--- src/rtl/readback_selector.sv ---
// Purpose : registered read-back mux for the counter board register bus (version, DAC, counter regions),
//           with an optional coherent snapshot of multi-byte counter channels (macro READBACK_SNAPSHOT_EN).
// Latency : 1 cycle, request at edge n -> rd_valid/rd_data/rd_err after edge n+1. No backpressure, full rate.
// Ports   : clk, rst_n (async, active-low); rd_req/rd_addr request; dac_data/cnt_data register banks;
//           rd_valid/rd_data/rd_err response (rd_data/rd_err hold their last values while rd_valid=0).
module readback_selector #(
  parameter int unsigned        DATA_W   = 8,
  parameter int unsigned        ADDR_W   = 8,
  parameter logic [DATA_W-1:0]  VERSION  = 8'h01,
  parameter logic [ADDR_W-1:0]  DAC_BASE = 8'h02,
  parameter int unsigned        N_DAC    = 5,
  parameter logic [ADDR_W-1:0]  CNT_BASE = 8'h26,
  parameter int unsigned        N_CNT    = 32,
  parameter int unsigned        CNT_W    = 32
) (
  input  logic                    clk,
  input  logic                    rst_n,
  input  logic                    rd_req,
  input  logic [ADDR_W-1:0]       rd_addr,
  input  logic [N_DAC*DATA_W-1:0] dac_data,
  input  logic [N_CNT*CNT_W-1:0]  cnt_data,
  output logic                    rd_valid,
  output logic [DATA_W-1:0]       rd_data,
  output logic                    rd_err
);

  localparam int unsigned B        = CNT_W / DATA_W;
  localparam int unsigned DAC_LO   = 32'(DAC_BASE);
  localparam int unsigned DAC_HI   = DAC_LO + N_DAC - 1;
  localparam int unsigned CNT_LO   = 32'(CNT_BASE);
  localparam int unsigned CNT_HI   = CNT_LO + N_CNT * B - 1;
  localparam int unsigned ADDR_MAX = (2 ** ADDR_W) - 1;
  localparam int unsigned CH_W     = (N_CNT > 1) ? $clog2(N_CNT) : 1;

  // Map sanity: anything wrong here would silently alias registers, so stop elaboration.
  if ((B == 0) || (CNT_W % DATA_W != 0)) begin : g_chk_cnt_w
    $error("CNT_W must be a non-zero multiple of DATA_W");
  end
  if ((N_DAC == 0) || (N_CNT == 0)) begin : g_chk_sizes
    $error("N_DAC and N_CNT must be at least 1");
  end
  if ((DAC_LO == 0) || (CNT_LO == 0)) begin : g_chk_version
    $error("DAC/counter regions overlap the version register at address 0");
  end
  if (!((DAC_HI < CNT_LO) || (CNT_HI < DAC_LO))) begin : g_chk_overlap
    $error("DAC and counter regions overlap");
  end
  if ((DAC_HI > ADDR_MAX) || (CNT_HI > ADDR_MAX)) begin : g_chk_range
    $error("register region extends past the end of the address space");
  end

  logic                rd_valid_q, rd_valid_d;
  logic [DATA_W-1:0]   rd_data_q,  rd_data_d;
  logic                rd_err_q,   rd_err_d;

  int unsigned         addr_u, dac_off, cnt_off, cnt_ch, cnt_k;
  logic                is_ver, is_dac, is_cnt;
  logic [DATA_W-1:0]   dac_byte, cnt_byte, live_byte;
  logic [CNT_W-1:0]    live_word;

`ifdef READBACK_SNAPSHOT_EN
  logic [CNT_W-1:0]    snap_reg_q, snap_reg_d;
  logic [CH_W-1:0]     snap_ch_q,  snap_ch_d;
  logic                snap_vld_q, snap_vld_d;
  logic [DATA_W-1:0]   snap_byte;
`endif

  always_comb begin
    addr_u  = 32'(rd_addr);
    is_ver  = (addr_u == 0);
    is_dac  = (addr_u >= DAC_LO) && (addr_u <= DAC_HI);
    is_cnt  = (addr_u >= CNT_LO) && (addr_u <= CNT_HI);
    dac_off = addr_u - DAC_LO;
    cnt_off = addr_u - CNT_LO;
    cnt_ch  = cnt_off / B;
    cnt_k   = cnt_off % B;

    // Constant-index loops keep the selects fixed-width; only the matching slice is picked.
    dac_byte = '0;
    for (int unsigned i = 0; i < N_DAC; i++) begin
      if (dac_off == i) dac_byte = dac_data[i*DATA_W +: DATA_W];
    end

    live_word = '0;
    for (int unsigned c = 0; c < N_CNT; c++) begin
      if (cnt_ch == c) live_word = cnt_data[c*CNT_W +: CNT_W];
    end

    live_byte = '0;
`ifdef READBACK_SNAPSHOT_EN
    snap_byte = '0;
`endif
    for (int unsigned j = 0; j < B; j++) begin
      if (cnt_k == j) begin
        live_byte = live_word[j*DATA_W +: DATA_W];
`ifdef READBACK_SNAPSHOT_EN
        snap_byte = snap_reg_q[j*DATA_W +: DATA_W];
`endif
      end
    end

`ifdef READBACK_SNAPSHOT_EN
    snap_reg_d = snap_reg_q;
    snap_ch_d  = snap_ch_q;
    snap_vld_d = snap_vld_q;
    cnt_byte   = live_byte;
    if (cnt_k == 0) begin
      // Byte 0 returns the live byte and captures the whole channel for the following bytes.
      if (rd_req && is_cnt) begin
        snap_reg_d = live_word;
        snap_ch_d  = CH_W'(cnt_ch);
        snap_vld_d = 1'b1;
      end
    end else if (snap_vld_q && (snap_ch_q == CH_W'(cnt_ch))) begin
      cnt_byte = snap_byte;
    end
`else
    cnt_byte = live_byte;
`endif

    rd_valid_d = rd_req;
    rd_data_d  = rd_data_q;
    rd_err_d   = rd_err_q;
    if (rd_req) begin
      rd_err_d = 1'b0;
      if (is_ver)      rd_data_d = VERSION;
      else if (is_dac) rd_data_d = dac_byte;
      else if (is_cnt) rd_data_d = cnt_byte;
      else begin
        rd_data_d = '0;
        rd_err_d  = 1'b1;
      end
    end
  end

  always_ff @(posedge clk or negedge rst_n) begin
    if (!rst_n) begin
      rd_valid_q <= 1'b0;
      rd_data_q  <= '0;
      rd_err_q   <= 1'b0;
`ifdef READBACK_SNAPSHOT_EN
      snap_reg_q <= '0;
      snap_ch_q  <= '0;
      snap_vld_q <= 1'b0;
`endif
    end else begin
      rd_valid_q <= rd_valid_d;
      rd_data_q  <= rd_data_d;
      rd_err_q   <= rd_err_d;
`ifdef READBACK_SNAPSHOT_EN
      snap_reg_q <= snap_reg_d;
      snap_ch_q  <= snap_ch_d;
      snap_vld_q <= snap_vld_d;
`endif
    end
  end

  assign rd_valid = rd_valid_q;
  assign rd_data  = rd_data_q;
  assign rd_err   = rd_err_q;

endmodule

--- config.mk ---
export PLATFORM = sky130hd
export DESIGN_NAME = readback_selector
export DESIGN_NICKNAME = d
export VERILOG_FILES = /design/src/rtl/readback_selector.sv
export SDC_FILE = /design/constraint.sdc
export NUM_CORES = 1
export LEC_CHECK = 0
export ABC_AREA = 1
export CAP_MARGIN = 20
export CORE_AREA = 2 2 419 421
export CTS_CLUSTER_DIAMETER = 120
export DETAILED_ROUTE_END_ITERATION = 7
export DIE_AREA = 0 0 421 423
export RECOVER_POWER = 100
export SETUP_SLACK_MARGIN = 0.05
export SYNTH_ARGS = -nofsm -noshare
export SYNTH_HDL_FRONTEND = slang
export SYNTH_SLANG_ARGS = --single-unit
export TNS_END_PERCENT = 20
--- constraint.sdc ---
create_clock -name clk -period 0.8 [get_ports clk]
set_input_delay 0.08 -clock clk [delete_from_list [all_inputs] [get_ports clk]]
set_output_delay 0.08 -clock clk [all_outputs]
set_load 0.1 [all_outputs]
[Word level (Yosys, flattened, before mapping)]
Cells that the tools add are included.
W data, S select, Z words.
Storage, ports and cells
  register bits after elaboration: 10
  bits in latches: 0
  RAM bits: 0
  bits in read-only memories: 0
  input port bits: 1075
  output and inout bits: 10
  word-level logic and storage cells: 100
  memories: 0
Operators by class
  add/subtract/negate cells: 2
  multiply operators: 0
  divide/modulo/power cells: 0
  $lt $le $gt $ge: 4
  eq/ne operators: 38
  shift operators: 0
  muxes and demuxes: 47
  bitwise logic cells: 0
  reductions and logical operators: 6
Operators by type and width (number)
  $mux W32: 32
  $eq A30 B5 Y1 const B: 16
  $eq A30 B4 Y1 const B: 8
  $eq A30 B3 Y1 const B: 4
  $logic_not A32 Y1: 3
  $mux W8: 12
  $eq A32 B2 Y1 const B: 2
  $eq A30 B2 Y1 const B: 2
  $eq A32 B1 Y1 const B: 1
  $eq A32 B3 Y1 const B: 1
  $eq A30 B1 Y1 const B: 1
  $sub A8 B2 Y9 const B: 1
  $sub A8 B6 Y9 const B: 1
  $ge A8 B2 Y1 const B: 1
  $ge A8 B6 Y1 const B: 1
  $le A8 B3 Y1 const B: 1
  $le A8 B8 Y1 const B: 1
  $logic_not A8 Y1: 1
  $eq A2 B2 Y1 const B: 2
  $mux W1: 3
  $eq A2 B1 Y1 const B: 1
  $logic_and A1 B1 Y1: 2

[Longest topological paths before layout]
  depth after elaboration: 41
  mapped depth: 35
  mapped depth without buffers: 33

[Worst setup path before layout]
OpenSTA, ideal clock, no wires.
  path type: input -> register
  start: in rd_addr[1]
  end: reg rd_data_q[1] (netlist: rd_data[1])
  library setup time: 120 ps
  data arrival time: 2784 ps
  required time: 680 ps
  slack: -2104 ps
  cell stages on the path: 29
  buffers on the path: 2
  cell sequence: buf_2 inv_1 ha_1 inv_1 nand2_1 nor2_2 nand2_4 buf_4 or2_0 nand2_1 nand4_1 nor3_2 nand4_1 nor2_1 nand4_1 nor2_1 nand4_1 nor2_1 nand4_1 nor2_1 nand4_1 nor2_1 nand4_1 nand2_1 nand2_1 nand2_1 nand2_1 nand2_1 nand2_1
On the way
  cells in the longest elaborated chain, start to end: 41
  elaborated cells between the ends (all ways): 94
  those cells by class: add/sub (2); order compare (4); eq/ne (38); mux (44); reduce/logical (6)
RTL lines
  start, declared: RTL line 19  | input logic [ADDR_W-1:0] rd_addr,
  $sub A8 B6 Y9: RTL line 74  | cnt_off = addr_u - CNT_LO;
  $logic_not A32 Y1: RTL line 86  | if (cnt_ch == c) live_word = cnt_data[c*CNT_W +: CNT_W];
  $mux W32 (32 in series): RTL line 86
  $mux W8 (4 in series): RTL line 94  | if (cnt_k == j) begin
  $mux W8: RTL line 128  | else if (is_cnt) rd_data_d = cnt_byte;
  $mux W8: RTL line 127  | else if (is_dac) rd_data_d = dac_byte;
  $mux W8 *: RTL line 126  | if (is_ver) rd_data_d = VERSION;
  end signal, assigned: RTL line 148  | rd_data_q <= rd_data_d;
  end, declared: RTL line 53  | logic [DATA_W-1:0] rd_data_q, rd_data_d;
Every way passes the cells marked *; elsewhere a longest branch is shown, timed or not.
A chain may end at the register's enable or synchronous reset.

[Worst setup path in the final report]
  start: in rd_addr[2]
  end: reg rd_data_q[6] (netlist: rd_data[6])
The elaborated chain is that of the path after synthesis.

==> metrics list <==
- Most frequent cell on the critical path: sky130_fd_sc_hd__nand2_1
- Count of unresolved DRC violations after routing: 0
- Setup repair after global routing could not meet its margin everywhere.
* Maximum VDD drop: between 0.5 and 0.6 mV
- After detailed routing, no signal wire sits above met5.
- Worst Setup Path Type: in -> reg
- In this run the worst hold path is classified as in -> async.
- Height of the die: 423 um
- GRT Resource Usage Total: 17.36%
- The number of pins exceeding their max-slew limit in the final report was 0.
- Power per unit of standard cell area: roughly 660 mW/mm^2
* Routed wl met2: around 86000 um
- Area of the core region: ~0.17 sq mm
- Of the total power, the share spent switching nets is a little under half.
* Top cells by area, synth: sky130_fd_sc_hd__nand2_1 (42%), sky130_fd_sc_hd__inv_1 (11%), sky130_fd_sc_hd__nand4_1 (10%)
- TritonCTS created 3 clock buffers.
- Inst Count DP: 6080
* Violations in the final reports: setup timing
* Required time of the critical path: approximately 950 ps
- Number of violations reported at the end of detailed-routing iteration 0: 1698
- Synthesized area divided by synthesized cell count: approximately 4.4 sq um
- The initialized floorplan defines 153 standard-cell rows.
* Sink Count: 10
- Crit Reg-Reg Startpoint: rd_data[0]
* Net switching power of the design: about 9 mW
- The smallest clock period supported by the final layout is computed as between 4000 and 5000 ps.
- Summing over every cut layer, the via total after detailed routing is about 22000.
* Portion of total power attributed to the clock network: 5.9%
- Once routing completed, OpenROAD measured the worst setup slack at -3679 ps.
- The synthesized design contains 0 enable-type register cells.
- After technology mapping, the gate count stands at 2386.
* Total design power: between 15 and 20 mW
* Max_cap viols: 0
* Number of nets in the layout: 4860
- Buffers placed on the I/O ports in this run total 1084.
- Synthesis produced a netlist with a net count of between 3000 and 4000.
- At the pin with the least slew margin, the transition time is between 700 and 800 ps.
* Crit path max-delay cell type: sky130_fd_sc_hd__nor2_1
- Number of global-route vias before repair: ~22000
* Setup violators final: 19
* Synthesis warning total: 0
- The run finished, with violations left.
* Cell taking the most area after synthesis: sky130_fd_sc_hd__nand2_1
* Final Hold Viols: 0
* Post-DP HPWL: roughly 150000 um
* Share of synthesized registers carrying an async set or reset: 100.0%
- H-Tree Depth: 1
- Sequential fraction of the synthesis area: approximately 2.4%
* Wire per inst: about 27 um
- The detail route stage leaves a number of antenna-violating nets equal to 0.
- P_int: ~9.8 mW
* Full die area: between 0.15 and 0.2 sq mm
* Sequential Power Share: about 3.7%
- Clock skew on the completed layout was measured at 0 ps.
* Power share of the combinational group: ~90%
- The initial utilization of the core area, before any placement, comes to just over 6%.
- Maximum number of pins on one net before global-route repair: 23
* Data arrival time of the worst path: roughly 4600 ps
- The top cell type by area accounts for 42.12% of the synthesized area.
- Initial antenna violation count: just over 90
- In the final layout, the share of cells above drive strength 1 is between 10% and 20%.
- Critical register-to-register path endpoint: rd_data[0]
* Routed length on met3: between 9000 and 10000 um
- The worst setup path is launched from an input port.
- Placer's final routability congestion estimate: around 0.98
* Library cell used as clock root buffer: sky130_fd_sc_hd__clkbuf_16
- In this run the tightest slew margin relative to its limit is between 40 and 50%.
- In this run the register-to-register setup slack is -30 ps.
- The mapped netlist covers around 0.010 sq mm.
- With fillers left out, the area of the finished cells amounts to roughly 0.029 sq mm.
- Drt via density: about 3.5
- The number of different library cells used by synthesis comes to 42.
- The detailed router put a total of between 60000 and 70000 um of wire on met1.
* Post-layout instance count excluding filler cells: 6129
- Worst Path Max Fanout: 7
- For the final routed database, the setup TNS stands at -30680 ps.
- The pre-antenna-repair detailed-routing pass consisted of 6 iterations.
- Syn-to-layout area delta: 172.4%
- In this run the cell area measured after placement is 0.02758 sq mm.
* Top achievable clock speed: ~220 MHz
- Sum of routed wire length over all layers: around 160000 um
- Worst stage delay on the critical path: about 250 ps
- After clock tree synthesis, the clock-pin slew on the worst setup and hold paths is approximately 50 ps.
* Top_reg_cell synth: sky130_fd_sc_hd__dfrtp_1
* Most numerous cell types in the synthesized netlist: sky130_fd_sc_hd__nand2_1 (1176), sky130_fd_sc_hd__inv_1 (308), sky130_fd_sc_hd__nor2_1 (236)
- First-pass GRT wire length: 207000 um
- Maximum number of buffers from clock root to sink: 2
- Count of state elements after synthesis: 10
* Count of cells along the worst register-to-register path: 2
- Measured along the x axis, the die boundary spans 421 um.
- Worst setup slack before clock tree synthesis: -5187 ps
* Hold_buf cts: 0
* Static leakage: ~12 nW
* Number of top-level pins: 1085
- Crit. End Element: flop
- By instance count, the leading cell after synthesis is sky130_fd_sc_hd__nand2_1.
- GR Overflow Total: 0
- Clock tree from TritonCTS: yes
* Insertion delay of the later-clocked pin in the worst-skew pair: around 260 ps
- Post-route fraction of the period consumed by the critical path: 559.9%
-- per-stage QoR --
| step | hold WS, ps | util [%] |
|---|---|---|
| finish | 299.2 | 16.48 |
| floorplan | -215.6 | - |
| global route | 329.0 | 16.47 |
| detailed placement | 438.4 | 15.92 |
| global placement | 438.7 | 15.92 |
| CTS | 160.2 | 16.28 |
-- power by group through the flow --
stage	combinational (mW)	sequential (mW)	clock, mW
3_5_place_dp	16.7	0.712	0
3_3_place_gp	16.8	0.713	0
4_1_cts	17.2	0.709	1.16
6_report	17.0	0.705	1.12
5_1_grt	18.0	0.711	1.16
2_1_floorplan	3.06	1.16	0
-- flip-flops by register name, summed over array words and instances (netlist names) --
register / flops
rd_data: 8
rd_err: 1
rd_valid: 1
-- metal layers --
layer	GRT usage (%)	vias to the layer above
li1	-	10150
met1	19.83	10200
met2	33.19	1115
met3	2.198	240
met4	5.084	10
met5	0	-
-- worst max path at each step --
| stage | start | to | slack (ps) | cells after the start |
|---|---|---|---|---|
| after global routing | rd_addr[1] | rd_data[0] | -3860 | 36 |
| after CTS | rd_addr[2] | rd_data[6] | -3760 | 38 |
| after detailed placement | rd_addr[1] | rd_data[6] | -5190 | 37 |
| final | rd_addr[2] | rd_data[6] | -3680 | 37 |
| after global placement | rd_addr[1] | rd_data[6] | -5190 | 37 |
| after floorplan | rd_addr[1] | rd_data[0] | -1800 | 32 |
-- cell type report --
class / instances / area (sq um)
inverters: 323 / 1230
multi-input cells: 1958 / 9161
flip-flops and latches: 10 / 252.7
well taps: 2325 / 2909
diodes: 23 / 57.56
clock buffers: 4 / 88.84
repair buffers: 1486 / 14850
fillers: 20180 / 144700
-- cells by family (layout without fill, tap and decap cells) --
logic type               count (synthesis)  after routing  share of synthesized area (%)
AND/OR/NAND/NOR                       1884           1885                          77.57
buffers and inverters                  419           1813                          15.77
AO/OA/AOI/OAI                           69             69                          3.832
flip-flops                              10             10                          2.387
adder cells (fa/ha/maj)                  3              3                         0.3582
XOR/XNOR                                 1              1                        0.08358
other                                    0             23                              0
-- cell usage in the layout (no fill, tap or decap), types with 3 or more instances in the layout --
master,instances
sky130_fd_sc_hd__nand3_2,13
sky130_fd_sc_hd__buf_4,319
sky130_fd_sc_hd__clkinv_1,5
sky130_fd_sc_hd__dfrtp_1,8
sky130_fd_sc_hd__o21bai_1,3
sky130_fd_sc_hd__or2_0,6
sky130_fd_sc_hd__nand3_4,5
sky130_fd_sc_hd__buf_12,73
sky130_fd_sc_hd__nand2_4,26
sky130_fd_sc_hd__nand4_1,172
sky130_fd_sc_hd__nor3_1,5
sky130_fd_sc_hd__nand3_1,105
sky130_fd_sc_hd__a21oi_2,3
sky130_fd_sc_hd__inv_1,301
sky130_fd_sc_hd__inv_4,5
sky130_fd_sc_hd__diode_2,23
sky130_fd_sc_hd__nand2_2,44
sky130_fd_sc_hd__buf_8,4
sky130_fd_sc_hd__or2_1,5
sky130_fd_sc_hd__a22o_1,3
sky130_fd_sc_hd__buf_6,18
sky130_fd_sc_hd__nor2_4,11
sky130_fd_sc_hd__clkbuf_16,3
sky130_fd_sc_hd__nor2_1,205
sky130_fd_sc_hd__nand3b_1,4
sky130_fd_sc_hd__inv_2,11
sky130_fd_sc_hd__clkdlybuf4s50_1,1065
sky130_fd_sc_hd__o21ai_0,23
sky130_fd_sc_hd__nand2_1,1120
sky130_fd_sc_hd__or2_2,133
sky130_fd_sc_hd__a21oi_1,21
sky130_fd_sc_hd__nor2_2,25
-- critical path, delay by kind of cell --
family	cells	cell delay, ps
simple gates	29	3560
compound gates	1	120
buf+inv	6	690
fa+ha+maj	1	170
-- what timing repair did --
action,in CTS,in global routing
pin swaps,48,55
buffers inserted,11,9
endpoints found under the setup margin,19,19
gates cloned,2,0
gates resized for setup,147,69
hold endpoints to repair,0,0
Note: power is estimated with default switching activity, not from simulation.
